**config.mk**
```make
export PLATFORM = sky130hd
export DESIGN_NAME = memoredf_config_slave_flat
export DESIGN_NICKNAME = d
export VERILOG_FILES = /design/src/rtl/memoredf_config_slave_pkg.sv /design/src/rtl/memoredf_config_slave_if.sv /design/src/rtl/memoredf_config_slave_regfile.sv /design/src/rtl/memoredf_config_slave.sv /design/src/flat_wrapper.sv
export SDC_FILE = /design/constraint.sdc
export NUM_CORES = 1
export LEC_CHECK = 0
export BUFFER_PORTS_ARGS = -buffer_cell sky130_fd_sc_hd__buf_2
export CORE_AREA = 2 2 175 177
export CTS_BUF_LIST = sky130_fd_sc_hd__clkbuf_2
export DETAILED_ROUTE_END_ITERATION = 6
export DIE_AREA = 0 0 177 179
export GPL_ROUTABILITY_DRIVEN = 1
export PLACE_DENSITY = 0.74
export SLEW_MARGIN = 20
export SYNTH_ARGS = -nofsm -noshare
export SYNTH_HDL_FRONTEND = slang
export SYNTH_HIERARCHICAL = 1
export SYNTH_SLANG_ARGS = --single-unit
```
**constraint.sdc**
```tcl
create_clock -name aclk -period 2.81 [get_ports aclk]
set_input_delay 0.281 -clock aclk [delete_from_list [all_inputs] [get_ports aclk]]
set_output_delay 0.281 -clock aclk [all_outputs]
set_load 0.1 [all_outputs]
```
**src/rtl/memoredf_config_slave_pkg.sv**
```systemverilog
// Shared types and constants for the memoredf configuration slave:
// AXI response/burst encodings, FSM states and register index helpers.
package memoredf_cfg_pkg;

    typedef enum logic [1:0] {
        RESP_OKAY   = 2'b00,
        RESP_EXOKAY = 2'b01,
        RESP_SLVERR = 2'b10,
        RESP_DECERR = 2'b11
    } axi_resp_e;

    typedef enum logic [1:0] {
        BURST_FIXED = 2'b00,
        BURST_INCR  = 2'b01,
        BURST_WRAP  = 2'b10,
        BURST_RSVD  = 2'b11
    } axi_burst_e;

    typedef enum logic [1:0] {
        W_IDLE = 2'b00,
        W_DATA = 2'b01,
        W_RESP = 2'b10
    } wr_state_e;

    typedef enum logic {
        R_IDLE = 1'b0,
        R_DATA = 1'b1
    } rd_state_e;

    localparam logic [63:0] REG_RESET_VALUE  = 64'h0;
    localparam int          ADDR_WINDOW_BITS = 12;

    // One spare bit above the word index so a running burst index can
    // saturate at a value that is always out of range.
    localparam int INDEX_W = ADDR_WINDOW_BITS - 1;
    typedef logic [INDEX_W-1:0] reg_index_t;

    function automatic reg_index_t base_index(input logic [ADDR_WINDOW_BITS-3:0] word_addr);
        return {1'b0, word_addr};
    endfunction

    function automatic reg_index_t step_index(input reg_index_t idx, input axi_burst_e burst);
        return (burst == BURST_INCR && idx != '1) ? idx + 1'b1 : idx;
    endfunction

endpackage

```
**src/rtl/memoredf_config_slave_if.sv**
```systemverilog
// AXI4 slave bus bundle for the memoredf configuration slave.
interface memoredf_config_slave_if #(
    parameter int DATA_WIDTH = 32,
    parameter int ID_WIDTH   = 6
);
    logic [ID_WIDTH-1:0]     awid;
    logic [31:0]             awaddr;
    logic [7:0]              awlen;
    logic [1:0]              awburst;
    logic                    awvalid;
    logic                    awready;

    logic [DATA_WIDTH-1:0]   wdata;
    logic [DATA_WIDTH/8-1:0] wstrb;
    logic                    wlast;
    logic                    wvalid;
    logic                    wready;

    logic [ID_WIDTH-1:0]     bid;
    logic [1:0]              bresp;
    logic                    bvalid;
    logic                    bready;

    logic [ID_WIDTH-1:0]     arid;
    logic [31:0]             araddr;
    logic [7:0]              arlen;
    logic [1:0]              arburst;
    logic                    arvalid;
    logic                    arready;

    logic [ID_WIDTH-1:0]     rid;
    logic [DATA_WIDTH-1:0]   rdata;
    logic [1:0]              rresp;
    logic                    rlast;
    logic                    rvalid;
    logic                    rready;

    modport master (
        output awid, awaddr, awlen, awburst, awvalid, input awready,
        output wdata, wstrb, wlast, wvalid, input wready,
        input  bid, bresp, bvalid, output bready,
        output arid, araddr, arlen, arburst, arvalid, input arready,
        input  rid, rdata, rresp, rlast, rvalid, output rready
    );

    modport slave (
        input  awid, awaddr, awlen, awburst, awvalid, output awready,
        input  wdata, wstrb, wlast, wvalid, output wready,
        output bid, bresp, bvalid, input bready,
        input  arid, araddr, arlen, arburst, arvalid, output arready,
        output rid, rdata, rresp, rlast, rvalid, input rready
    );

endinterface

```
**src/rtl/memoredf_config_slave_regfile.sv**
```systemverilog
// Byte-strobed configuration register array with one write port, a flat
// output bus and, only with MEMOREDF_CFG_READBACK_EN, one combinational read port.
module memoredf_cfg_regfile
    import memoredf_cfg_pkg::*;
#(
    parameter int DATA_WIDTH = 32,
    parameter int NUM_REGS   = 8
) (
    input  logic                           clk,
    input  logic                           rst_n,
    input  logic                           wr_en,
    input  logic [$clog2(NUM_REGS)-1:0]    wr_index,
    input  logic [DATA_WIDTH-1:0]          wr_data,
    input  logic [DATA_WIDTH/8-1:0]        wr_strb,
`ifdef MEMOREDF_CFG_READBACK_EN
    input  logic [$clog2(NUM_REGS)-1:0]    rd_index,
    output logic [DATA_WIDTH-1:0]          rd_data,
`endif
    output logic [NUM_REGS*DATA_WIDTH-1:0] cfg_regs
);

    logic [DATA_WIDTH-1:0] regs [NUM_REGS];

    // NOTE: this is a small flop array rather than a RAM macro, so resetting
    // every entry is cheap and gives software a known configuration.
    // NOTE: sequential state uses non-blocking assignments so every flop
    // samples pre-edge values regardless of process ordering.
    always_ff @(posedge clk or negedge rst_n) begin
        if (!rst_n) begin
            regs <= '{default: DATA_WIDTH'(REG_RESET_VALUE)};
        end else if (wr_en) begin
            for (int b = 0; b < DATA_WIDTH / 8; b++) begin
                if (wr_strb[b]) regs[wr_index][b*8 +: 8] <= wr_data[b*8 +: 8];
            end
        end
    end

    always_comb begin
        for (int i = 0; i < NUM_REGS; i++) cfg_regs[i*DATA_WIDTH +: DATA_WIDTH] = regs[i];
    end

`ifdef MEMOREDF_CFG_READBACK_EN
    assign rd_data = regs[rd_index];
`endif

endmodule

```
**src/rtl/memoredf_config_slave.sv**
```systemverilog
// AXI4 slave exposing NUM_REGS configuration registers with concurrent
// write and read FSMs. Define MEMOREDF_CFG_READBACK_EN to return register data on reads.
module memoredf_config_slave
    import memoredf_cfg_pkg::*;
#(
    parameter int DATA_WIDTH = 32,
    parameter int ID_WIDTH   = 6,
    parameter int NUM_REGS   = 8
) (
    input  logic                           aclk,
    input  logic                           aresetn,
    memoredf_config_slave_if.slave         s_axi,
    output logic [NUM_REGS*DATA_WIDTH-1:0] cfg_regs,
    output logic                           cfg_wr_pulse
);

    localparam int         IDX_W     = $clog2(NUM_REGS);
    localparam reg_index_t REG_LIMIT = reg_index_t'(NUM_REGS);

    // ---------------- write channel ----------------
    wr_state_e           w_state, w_next;
    reg_index_t          w_idx;
    axi_burst_e          w_burst;
    logic [ID_WIDTH-1:0] w_id;
    logic                w_err, w_commit, wr_pulse_q;
    logic                awready, wready, bvalid;
    logic                aw_fire, w_fire, w_beat_ok, wr_en;

    always_ff @(posedge aclk or negedge aresetn) begin
        if (!aresetn) w_state <= W_IDLE;
        else          w_state <= w_next;
    end

    // NOTE: every combinational output gets a default first, so no path
    // through the case can leave it unassigned and infer a latch.
    always_comb begin
        w_next = w_state;
        case (w_state)
            W_IDLE:  if (s_axi.awvalid)                 w_next = W_DATA;
            W_DATA:  if (s_axi.wvalid && s_axi.wlast)   w_next = W_RESP;
            W_RESP:  if (s_axi.bready)                  w_next = W_IDLE;
            default:                                    w_next = W_IDLE;
        endcase
    end

    always_comb begin
        awready = 1'b0;
        wready  = 1'b0;
        bvalid  = 1'b0;
        case (w_state)
            W_IDLE:  awready = 1'b1;
            W_DATA:  wready  = 1'b1;
            W_RESP:  bvalid  = 1'b1;
            default: ;
        endcase
    end

    assign aw_fire   = s_axi.awvalid && awready;
    assign w_fire    = s_axi.wvalid && wready;
    assign w_beat_ok = (w_burst != BURST_WRAP) && (w_idx < REG_LIMIT);
    assign wr_en     = w_fire && w_beat_ok;

    always_ff @(posedge aclk or negedge aresetn) begin
        if (!aresetn) begin
            w_id       <= '0;
            w_idx      <= '0;
            w_burst    <= BURST_FIXED;
            w_err      <= 1'b0;
            w_commit   <= 1'b0;
            wr_pulse_q <= 1'b0;
        end else begin
            wr_pulse_q <= 1'b0;
            if (aw_fire) begin
                w_id     <= s_axi.awid;
                w_idx    <= base_index(s_axi.awaddr[ADDR_WINDOW_BITS-1:2]);
                w_burst  <= axi_burst_e'(s_axi.awburst);
                w_err    <= 1'b0;
                w_commit <= 1'b0;
            end
            if (w_fire) begin
                if (w_beat_ok) w_commit <= 1'b1;
                else           w_err    <= 1'b1;
                w_idx <= step_index(w_idx, w_burst);
                // The pulse lines up with the first bvalid cycle of the burst.
                if (s_axi.wlast) wr_pulse_q <= w_commit || w_beat_ok;
            end
        end
    end

    assign s_axi.awready = awready;
    assign s_axi.wready  = wready;
    assign s_axi.bvalid  = bvalid;
    assign s_axi.bid     = w_id;
    assign s_axi.bresp   = (bvalid && w_err) ? RESP_SLVERR : RESP_OKAY;
    assign cfg_wr_pulse  = wr_pulse_q;

    // ---------------- read channel ----------------
    rd_state_e             r_state, r_next;
    logic [ID_WIDTH-1:0]   r_id;
    logic [7:0]            r_len, r_cnt;
    logic [DATA_WIDTH-1:0] rdata_q, beat_data;
    axi_resp_e             rresp_q, beat_resp;
    logic                  rlast_q;
    logic                  arready, rvalid, ar_fire, r_fire;

    always_ff @(posedge aclk or negedge aresetn) begin
        if (!aresetn) r_state <= R_IDLE;
        else          r_state <= r_next;
    end

    always_comb begin
        r_next = r_state;
        case (r_state)
            R_IDLE:  if (s_axi.arvalid)              r_next = R_DATA;
            R_DATA:  if (s_axi.rready && rlast_q)    r_next = R_IDLE;
            default:                                 r_next = R_IDLE;
        endcase
    end

    always_comb begin
        arready = 1'b0;
        rvalid  = 1'b0;
        case (r_state)
            R_IDLE:  arready = 1'b1;
            R_DATA:  rvalid  = 1'b1;
            default: ;
        endcase
    end

    assign ar_fire = s_axi.arvalid && arready;
    assign r_fire  = rvalid && s_axi.rready;

`ifdef MEMOREDF_CFG_READBACK_EN
    reg_index_t            r_idx, sel_idx;
    axi_burst_e            r_burst, sel_burst;
    logic                  sel_ok;
    logic [DATA_WIDTH-1:0] rd_data;

    // Look up the beat about to be presented; capturing it on the same edge
    // that a write may hit returns the pre-write value.
    always_comb begin
        sel_idx   = ar_fire ? base_index(s_axi.araddr[ADDR_WINDOW_BITS-1:2])
                            : step_index(r_idx, r_burst);
        sel_burst = ar_fire ? axi_burst_e'(s_axi.arburst) : r_burst;
        sel_ok    = (sel_burst != BURST_WRAP) && (sel_idx < REG_LIMIT);
        beat_data = sel_ok ? rd_data : '0;
        beat_resp = sel_ok ? RESP_OKAY : RESP_SLVERR;
    end

    always_ff @(posedge aclk or negedge aresetn) begin
        if (!aresetn) begin
            r_idx   <= '0;
            r_burst <= BURST_FIXED;
        end else if (ar_fire) begin
            r_idx   <= sel_idx;
            r_burst <= sel_burst;
        end else if (r_fire && !rlast_q) begin
            r_idx   <= sel_idx;
        end
    end

    wire unused_addr_bits = ^{s_axi.awaddr[31:ADDR_WINDOW_BITS], s_axi.awaddr[1:0], s_axi.awlen,
                              s_axi.araddr[31:ADDR_WINDOW_BITS], s_axi.araddr[1:0]};
`else
    assign beat_data = '0;
    assign beat_resp = RESP_SLVERR;

    wire unused_addr_bits = ^{s_axi.awaddr[31:ADDR_WINDOW_BITS], s_axi.awaddr[1:0], s_axi.awlen,
                              s_axi.araddr, s_axi.arburst};
`endif

    always_ff @(posedge aclk or negedge aresetn) begin
        if (!aresetn) begin
            r_id    <= '0;
            r_len   <= '0;
            r_cnt   <= '0;
            rdata_q <= '0;
            rresp_q <= RESP_OKAY;
            rlast_q <= 1'b0;
        end else if (ar_fire) begin
            r_id    <= s_axi.arid;
            r_len   <= s_axi.arlen;
            r_cnt   <= '0;
            rdata_q <= beat_data;
            rresp_q <= beat_resp;
            rlast_q <= (s_axi.arlen == 8'd0);
        end else if (r_fire) begin
            if (rlast_q) begin
                rlast_q <= 1'b0;
            end else begin
                r_cnt   <= r_cnt + 8'd1;
                rdata_q <= beat_data;
                rresp_q <= beat_resp;
                rlast_q <= (r_cnt + 8'd1 == r_len);
            end
        end
    end

    assign s_axi.arready = arready;
    assign s_axi.rvalid  = rvalid;
    assign s_axi.rid     = r_id;
    assign s_axi.rdata   = rdata_q;
    assign s_axi.rresp   = rresp_q;
    assign s_axi.rlast   = rlast_q;

    // ---------------- register storage ----------------
    memoredf_cfg_regfile #(
        .DATA_WIDTH (DATA_WIDTH),
        .NUM_REGS   (NUM_REGS)
    ) u_regfile (
        .clk      (aclk),
        .rst_n    (aresetn),
        .wr_en    (wr_en),
        .wr_index (w_idx[IDX_W-1:0]),
        .wr_data  (s_axi.wdata),
        .wr_strb  (s_axi.wstrb),
`ifdef MEMOREDF_CFG_READBACK_EN
        .rd_index (sel_idx[IDX_W-1:0]),
        .rd_data  (rd_data),
`endif
        .cfg_regs (cfg_regs)
    );

endmodule

```
**src/flat_wrapper.sv**
```systemverilog
// flat-port wrapper written by rule: the top's interface ports become plain ports
module memoredf_config_slave_flat import memoredf_cfg_pkg::*;
#(
    parameter int DATA_WIDTH = 32,
    parameter int ID_WIDTH   = 6,
    parameter int NUM_REGS   = 8
)
  (aclk, aresetn, cfg_regs, cfg_wr_pulse, s_axi_awid, s_axi_awaddr, s_axi_awlen, s_axi_awburst, s_axi_awvalid, s_axi_awready, s_axi_wdata, s_axi_wstrb, s_axi_wlast, s_axi_wvalid, s_axi_wready, s_axi_bid, s_axi_bresp, s_axi_bvalid, s_axi_bready, s_axi_arid, s_axi_araddr, s_axi_arlen, s_axi_arburst, s_axi_arvalid, s_axi_arready, s_axi_rid, s_axi_rdata, s_axi_rresp, s_axi_rlast, s_axi_rvalid, s_axi_rready);
  memoredf_config_slave_if #(.DATA_WIDTH(DATA_WIDTH), .ID_WIDTH(ID_WIDTH)) s_axi_i ();
  input  logic aclk;
  input  logic aresetn;
  output logic [NUM_REGS*DATA_WIDTH-1:0] cfg_regs;
  output logic cfg_wr_pulse;
  input wire logic [$bits(s_axi_i.awid)-1:0] s_axi_awid;
  input wire logic [$bits(s_axi_i.awaddr)-1:0] s_axi_awaddr;
  input wire logic [$bits(s_axi_i.awlen)-1:0] s_axi_awlen;
  input wire logic [$bits(s_axi_i.awburst)-1:0] s_axi_awburst;
  input wire logic [$bits(s_axi_i.awvalid)-1:0] s_axi_awvalid;
  output wire logic [$bits(s_axi_i.awready)-1:0] s_axi_awready;
  input wire logic [$bits(s_axi_i.wdata)-1:0] s_axi_wdata;
  input wire logic [$bits(s_axi_i.wstrb)-1:0] s_axi_wstrb;
  input wire logic [$bits(s_axi_i.wlast)-1:0] s_axi_wlast;
  input wire logic [$bits(s_axi_i.wvalid)-1:0] s_axi_wvalid;
  output wire logic [$bits(s_axi_i.wready)-1:0] s_axi_wready;
  output wire logic [$bits(s_axi_i.bid)-1:0] s_axi_bid;
  output wire logic [$bits(s_axi_i.bresp)-1:0] s_axi_bresp;
  output wire logic [$bits(s_axi_i.bvalid)-1:0] s_axi_bvalid;
  input wire logic [$bits(s_axi_i.bready)-1:0] s_axi_bready;
  input wire logic [$bits(s_axi_i.arid)-1:0] s_axi_arid;
  input wire logic [$bits(s_axi_i.araddr)-1:0] s_axi_araddr;
  input wire logic [$bits(s_axi_i.arlen)-1:0] s_axi_arlen;
  input wire logic [$bits(s_axi_i.arburst)-1:0] s_axi_arburst;
  input wire logic [$bits(s_axi_i.arvalid)-1:0] s_axi_arvalid;
  output wire logic [$bits(s_axi_i.arready)-1:0] s_axi_arready;
  output wire logic [$bits(s_axi_i.rid)-1:0] s_axi_rid;
  output wire logic [$bits(s_axi_i.rdata)-1:0] s_axi_rdata;
  output wire logic [$bits(s_axi_i.rresp)-1:0] s_axi_rresp;
  output wire logic [$bits(s_axi_i.rlast)-1:0] s_axi_rlast;
  output wire logic [$bits(s_axi_i.rvalid)-1:0] s_axi_rvalid;
  input wire logic [$bits(s_axi_i.rready)-1:0] s_axi_rready;
  assign s_axi_i.awid = s_axi_awid;
  assign s_axi_i.awaddr = s_axi_awaddr;
  assign s_axi_i.awlen = s_axi_awlen;
  assign s_axi_i.awburst = s_axi_awburst;
  assign s_axi_i.awvalid = s_axi_awvalid;
  assign s_axi_awready = s_axi_i.awready;
  assign s_axi_i.wdata = s_axi_wdata;
  assign s_axi_i.wstrb = s_axi_wstrb;
  assign s_axi_i.wlast = s_axi_wlast;
  assign s_axi_i.wvalid = s_axi_wvalid;
  assign s_axi_wready = s_axi_i.wready;
  assign s_axi_bid = s_axi_i.bid;
  assign s_axi_bresp = s_axi_i.bresp;
  assign s_axi_bvalid = s_axi_i.bvalid;
  assign s_axi_i.bready = s_axi_bready;
  assign s_axi_i.arid = s_axi_arid;
  assign s_axi_i.araddr = s_axi_araddr;
  assign s_axi_i.arlen = s_axi_arlen;
  assign s_axi_i.arburst = s_axi_arburst;
  assign s_axi_i.arvalid = s_axi_arvalid;
  assign s_axi_arready = s_axi_i.arready;
  assign s_axi_rid = s_axi_i.rid;
  assign s_axi_rdata = s_axi_i.rdata;
  assign s_axi_rresp = s_axi_i.rresp;
  assign s_axi_rlast = s_axi_i.rlast;
  assign s_axi_rvalid = s_axi_i.rvalid;
  assign s_axi_i.rready = s_axi_rready;
  memoredf_config_slave #(.DATA_WIDTH(DATA_WIDTH), .ID_WIDTH(ID_WIDTH), .NUM_REGS(NUM_REGS)) u_core (.aclk(aclk), .aresetn(aresetn), .s_axi(s_axi_i), .cfg_regs(cfg_regs), .cfg_wr_pulse(cfg_wr_pulse));
endmodule
```
==> impl_metrics.env <==
export IMPL_result_of_the_run="finished, final reports clean"
export IMPL_maxClockFrequency_ghz=0.3809
export IMPL_io_buffers=352
export IMPL_critical_path_type="reg -> reg"
export IMPL_cp_data_required_time_ns=3.54
export IMPL_detail_route_drc_violations=0
export IMPL_syn_area_per_cell_sq_um=14.45
export IMPL_drt_iter0_drcs=345
export IMPL_mappedNetlistArea_sq_mm=0.01231
export IMPL_worst_slew_pin_transition_ns=0.6217
export IMPL_holdBufCountCts=97
export IMPL_cts_buffers_inserted=81
export IMPL_ys_async_sr_fraction=1.000
export IMPL_initial_core_util=0.4099
export IMPL_intPower_mw=6.792
export IMPL_grt_max_degree=76
export IMPL_ctsLongestPathBuffers=3
export IMPL_core_sq_mm=0.03003
export IMPL_detailroute_via_count=9059
export IMPL_power_combinational_fraction=0.275
export IMPL_timing_critical_path_cells="nor4_1 -> nand3_1 -> nor2_1 -> buf_4 -> nand3_1 -> or3_1 -> mux2_2"
export IMPL_die_width_um=177
export IMPL_share_seq_of_total_power=0.454
export IMPL_postRouteWirelength_um=34320
export IMPL_critical_path_peak_fanout=8
export IMPL_grt_remaining_overflow=0
export IMPL_synth_enable_flop_cells=0
export IMPL_clock_power_share=0.271
export IMPL_min_path_type="in -> reg"
export IMPL_slew_limit_headroom=0.5855
export IMPL_drv_max_cap_violation_count=0
export IMPL_setup_ws_ns=0.1847
export IMPL_fin_crit_sh=0.9343
export IMPL_r2r_cells=7
export IMPL_grt_setup_unrepaired="no"
export IMPL_row_count=64
export IMPL_cts_sinks=305
export IMPL_fillCellCount=2500
export IMPL_crit_path_frequent_cell="sky130_fd_sc_hd__nand3_1"
export IMPL_worst_path_largest_cell_delay_ns=0.61
export IMPL_end_kind="flip-flop"
export IMPL_floorplan_io_pins=451
export IMPL_number_of_h_tree_levels=3
export IMPL_total_of_warnings_raised_by_yosys=6
export IMPL_timing_hold_worst_endpoint="u_core/u_regfile/cfg_regs[250]"
export IMPL_synth_ff_latch_count=305
export IMPL_ys_seq_area_frac=0.6200
export IMPL_clockRootBuffer="sky130_fd_sc_hd__clkbuf_2"
export IMPL_dp_hpwl_um=22750
export IMPL_drive_gt1_frac=0.5648
export IMPL_min_path_cells=5
export IMPL_layout_area_overhead_vs_synth_pct=33.39
export IMPL_cp_arrival_ns=3.35
export IMPL_finalNetCount=1545
export IMPL_r2r_end="u_core/u_regfile/cfg_regs[51]"
export IMPL_grt_pass1_vias=9317
export IMPL_ys_types=45
export IMPL_gr_usage_all_layers=0.2113
export IMPL_drt_pass1_iterations=4
export IMPL_wire_length_of_the_first_global_routing_pass_um=51450
export IMPL_worst_skew_late_latency_ns=0.88
export IMPL_postCtsSetupBuffers=0
export IMPL_crit_path_start_kind="flip-flop"
export IMPL_die_height_um=179
export IMPL_route_detailed_vias_per_inst=4.905
export IMPL_r2r_setup_slack_ns=0.18
export IMPL_design_die_area_sq_mm=0.03168
export IMPL_cpMaxStageDelayCell="sky130_fd_sc_hd__or3_1"
export IMPL_antenna_left=0
export IMPL_predominant_post_synthesis_flop_cell="sky130_fd_sc_hd__dfrtp_1"
export IMPL_vdd_ir_drop_worst_v=0.0004680
export IMPL_power_net_switching_mw=4.353
export IMPL_antenna_found_initial=1
export IMPL_timing_final_setup_violations=0
export IMPL_finalHoldViolations=0
export IMPL_totalNegativeSetupSlack_ns=0
export IMPL_post_route_min_period_ns=2.625
export IMPL_clkSlewWorstSetupHoldPaths_ns=0.11
export IMPL_wire_per_inst_um=18.58
export IMPL_critical_path_reg2reg_startpoint="u_core/w_idx[8]"
export IMPL_syn_inst=852
export IMPL_clock_skew_ns=0.06326
export IMPL_worst_hold_startpoint="s_axi_wstrb[3]"
export IMPL_power_static_leakage_nw=9.204
export IMPL_switching_share=0.3906
export IMPL_final_design_area_no_fill_sq_mm=0.01642
export IMPL_placement_cell_area_sq_mm=0.01474
export IMPL_cts_tree="done"
export IMPL_cts_resized_gates=0
export IMPL_gpl_final_weighted_congestion=0.8432
export IMPL_powerDensity_mw_per_mm2=678.8
export IMPL_pre_cts_slack_ns=0.2018
export IMPL_final_max_slew_violation_count=0
-- stage by stage --
step                std cells  power (mW)  hold WS (ns)    util
floorplan                 885       7.335      -0.01459       -
global placement         1619       7.881        0.3398  0.4908
detailed placement       1619       7.953        0.3429  0.4908
CTS                      1846       11.25       0.01466  0.5467
global route             1847       11.76       0.05641  0.5468
finish                   1847       11.15        0.1419  0.5468
-- final cells by class --
type / instances / area (sq um) / area share
sequential: 305 / 7632 / 0.4648
multi-input combinational: 518 / 4414 / 0.2688
timing repair buffer: 491 / 3163 / 0.1926
clock buffer: 114 / 570.5 / 0.03475
tap: 396 / 495.5 / 0.03018
clock inverter: 16 / 118.9 / 0.007239
inverter: 6 / 22.52 / 0.001372
antenna: 1 / 2.502 / 0.0001524
-- worst max-delay path: cells and delay by family, from the launching register on --
family / cells / cell delay (ns)
buffers and inverters: 1 / 0.20
DFF: 1 / 0.44
muxes: 1 / 0.36
and+or+nand+nor: 5 / 1.51
-- metal layers --
metal  global-route usage  wire [um]  vias up
met4              0.09470        934        0
met2               0.3526      17390      343
met1               0.2506      13600     4557
li1                     -          -     4098
met5                    0          0        -
met3              0.06637       2389       61
-- synth_stat cells (2+ instances only) --
library cell | count | area [sq um]
sky130_fd_sc_hd__a21oi_1 | 14 | 70.07
sky130_fd_sc_hd__a31oi_1 | 7 | 43.79
sky130_fd_sc_hd__and2_1 | 6 | 37.54
sky130_fd_sc_hd__and3_1 | 4 | 25.02
sky130_fd_sc_hd__buf_2 | 15 | 75.07
sky130_fd_sc_hd__buf_4 | 34 | 255.2
sky130_fd_sc_hd__clkbuf_1 | 6 | 22.52
sky130_fd_sc_hd__dfrtp_1 | 305 | 7632
sky130_fd_sc_hd__ha_1 | 2 | 25.02
sky130_fd_sc_hd__inv_1 | 5 | 18.77
sky130_fd_sc_hd__mux2_2 | 270 | 3040
sky130_fd_sc_hd__nand2_1 | 41 | 153.9
sky130_fd_sc_hd__nand2b_1 | 5 | 31.28
sky130_fd_sc_hd__nand3_1 | 12 | 60.06
sky130_fd_sc_hd__nand3b_1 | 6 | 45.04
sky130_fd_sc_hd__nand4_1 | 4 | 25.02
sky130_fd_sc_hd__nor2_1 | 18 | 67.56
sky130_fd_sc_hd__nor2_2 | 24 | 150.1
sky130_fd_sc_hd__nor3_1 | 4 | 20.02
sky130_fd_sc_hd__nor3_2 | 2 | 20.02
sky130_fd_sc_hd__nor3b_1 | 3 | 22.52
sky130_fd_sc_hd__nor4_1 | 4 | 25.02
sky130_fd_sc_hd__o21ai_0 | 14 | 70.07
sky130_fd_sc_hd__o22a_1 | 4 | 35.03
sky130_fd_sc_hd__o22ai_1 | 3 | 18.77
sky130_fd_sc_hd__o31ai_1 | 3 | 22.52
sky130_fd_sc_hd__or3_1 | 8 | 50.05
sky130_fd_sc_hd__xnor2_1 | 6 | 52.55
sky130_fd_sc_hd__xor2_1 | 7 | 61.31
-- cells by family after synthesis --
family | Yosys count | synth area share
other | 1 | 0.0003046
multiplexers | 271 | 0.2478
flip-flops | 305 | 0.6200
adder cells (fa/ha/maj) | 2 | 0.002033
buffers and inverters | 62 | 0.03141
AO/OA/AOI/OAI | 50 | 0.02521
XOR/XNOR | 13 | 0.009250
AND/OR/NAND/NOR | 148 | 0.06394
-- power groups by stage --
stage          combinational [mW]  clock, mW  sequential [mW]
2_1_floorplan                1.31          0             6.03
3_3_place_gp                 2.77          0             5.11
3_5_place_dp                 2.82          0             5.13
4_1_cts                      3.06       3.15             5.05
5_1_grt                      3.25       3.40             5.11
6_report                     3.07       3.02             5.06
-- sequential cells by signal, indices dropped and copies added (netlist names) --
| signal | cells |
|---|---|
| u_core/w_err | 1 |
| u_core/s_axi.bid | 6 |
| u_core/w_state | 2 |
| u_core/s_axi.rlast | 1 |
| u_core/cfg_wr_pulse | 1 |
| u_core/u_regfile/cfg_regs | 256 |
| u_core/s_axi.rresp | 1 |
| u_core/s_axi.rid | 6 |
| u_core/w_burst | 2 |
| u_core/r_cnt | 8 |
| u_core/r_len | 8 |
| u_core/r_state | 1 |
| u_core/w_commit | 1 |
| u_core/w_idx | 11 |
-- worst max-delay path by stage --
stage / startpoint / end / cells past startpoint
after floorplan: u_core/w_state[1] / u_core/w_idx[7] / 5
after global placement: u_core/w_idx[7] / u_core/u_regfile/cfg_regs[18] / 7
after detailed placement: u_core/w_idx[7] / u_core/u_regfile/cfg_regs[51] / 7
after CTS: u_core/w_idx[7] / u_core/u_regfile/cfg_regs[51] / 7
after global routing: u_core/w_idx[7] / u_core/u_regfile/cfg_regs[38] / 7
final: u_core/w_idx[8] / u_core/u_regfile/cfg_regs[51] / 7
-- cells in the final DEF (no fill, tap or decap), types with 14 or more instances in the layout --
master / Yosys / layout
sky130_fd_sc_hd__buf_2: 15 / 351
sky130_fd_sc_hd__conb_1: 1 / 34
sky130_fd_sc_hd__mux2_2: 270 / 270
sky130_fd_sc_hd__nor2_1: 18 / 18
sky130_fd_sc_hd__dfrtp_1: 305 / 305
sky130_fd_sc_hd__a21oi_1: 14 / 14
sky130_fd_sc_hd__o21ai_0: 14 / 14
sky130_fd_sc_hd__clkbuf_2: 0 / 114
sky130_fd_sc_hd__dlygate4sd3_1: 0 / 96
sky130_fd_sc_hd__buf_4: 34 / 35
sky130_fd_sc_hd__nand2_1: 41 / 41
sky130_fd_sc_hd__nor2_2: 24 / 24
(Power assumes the default switching activity.)
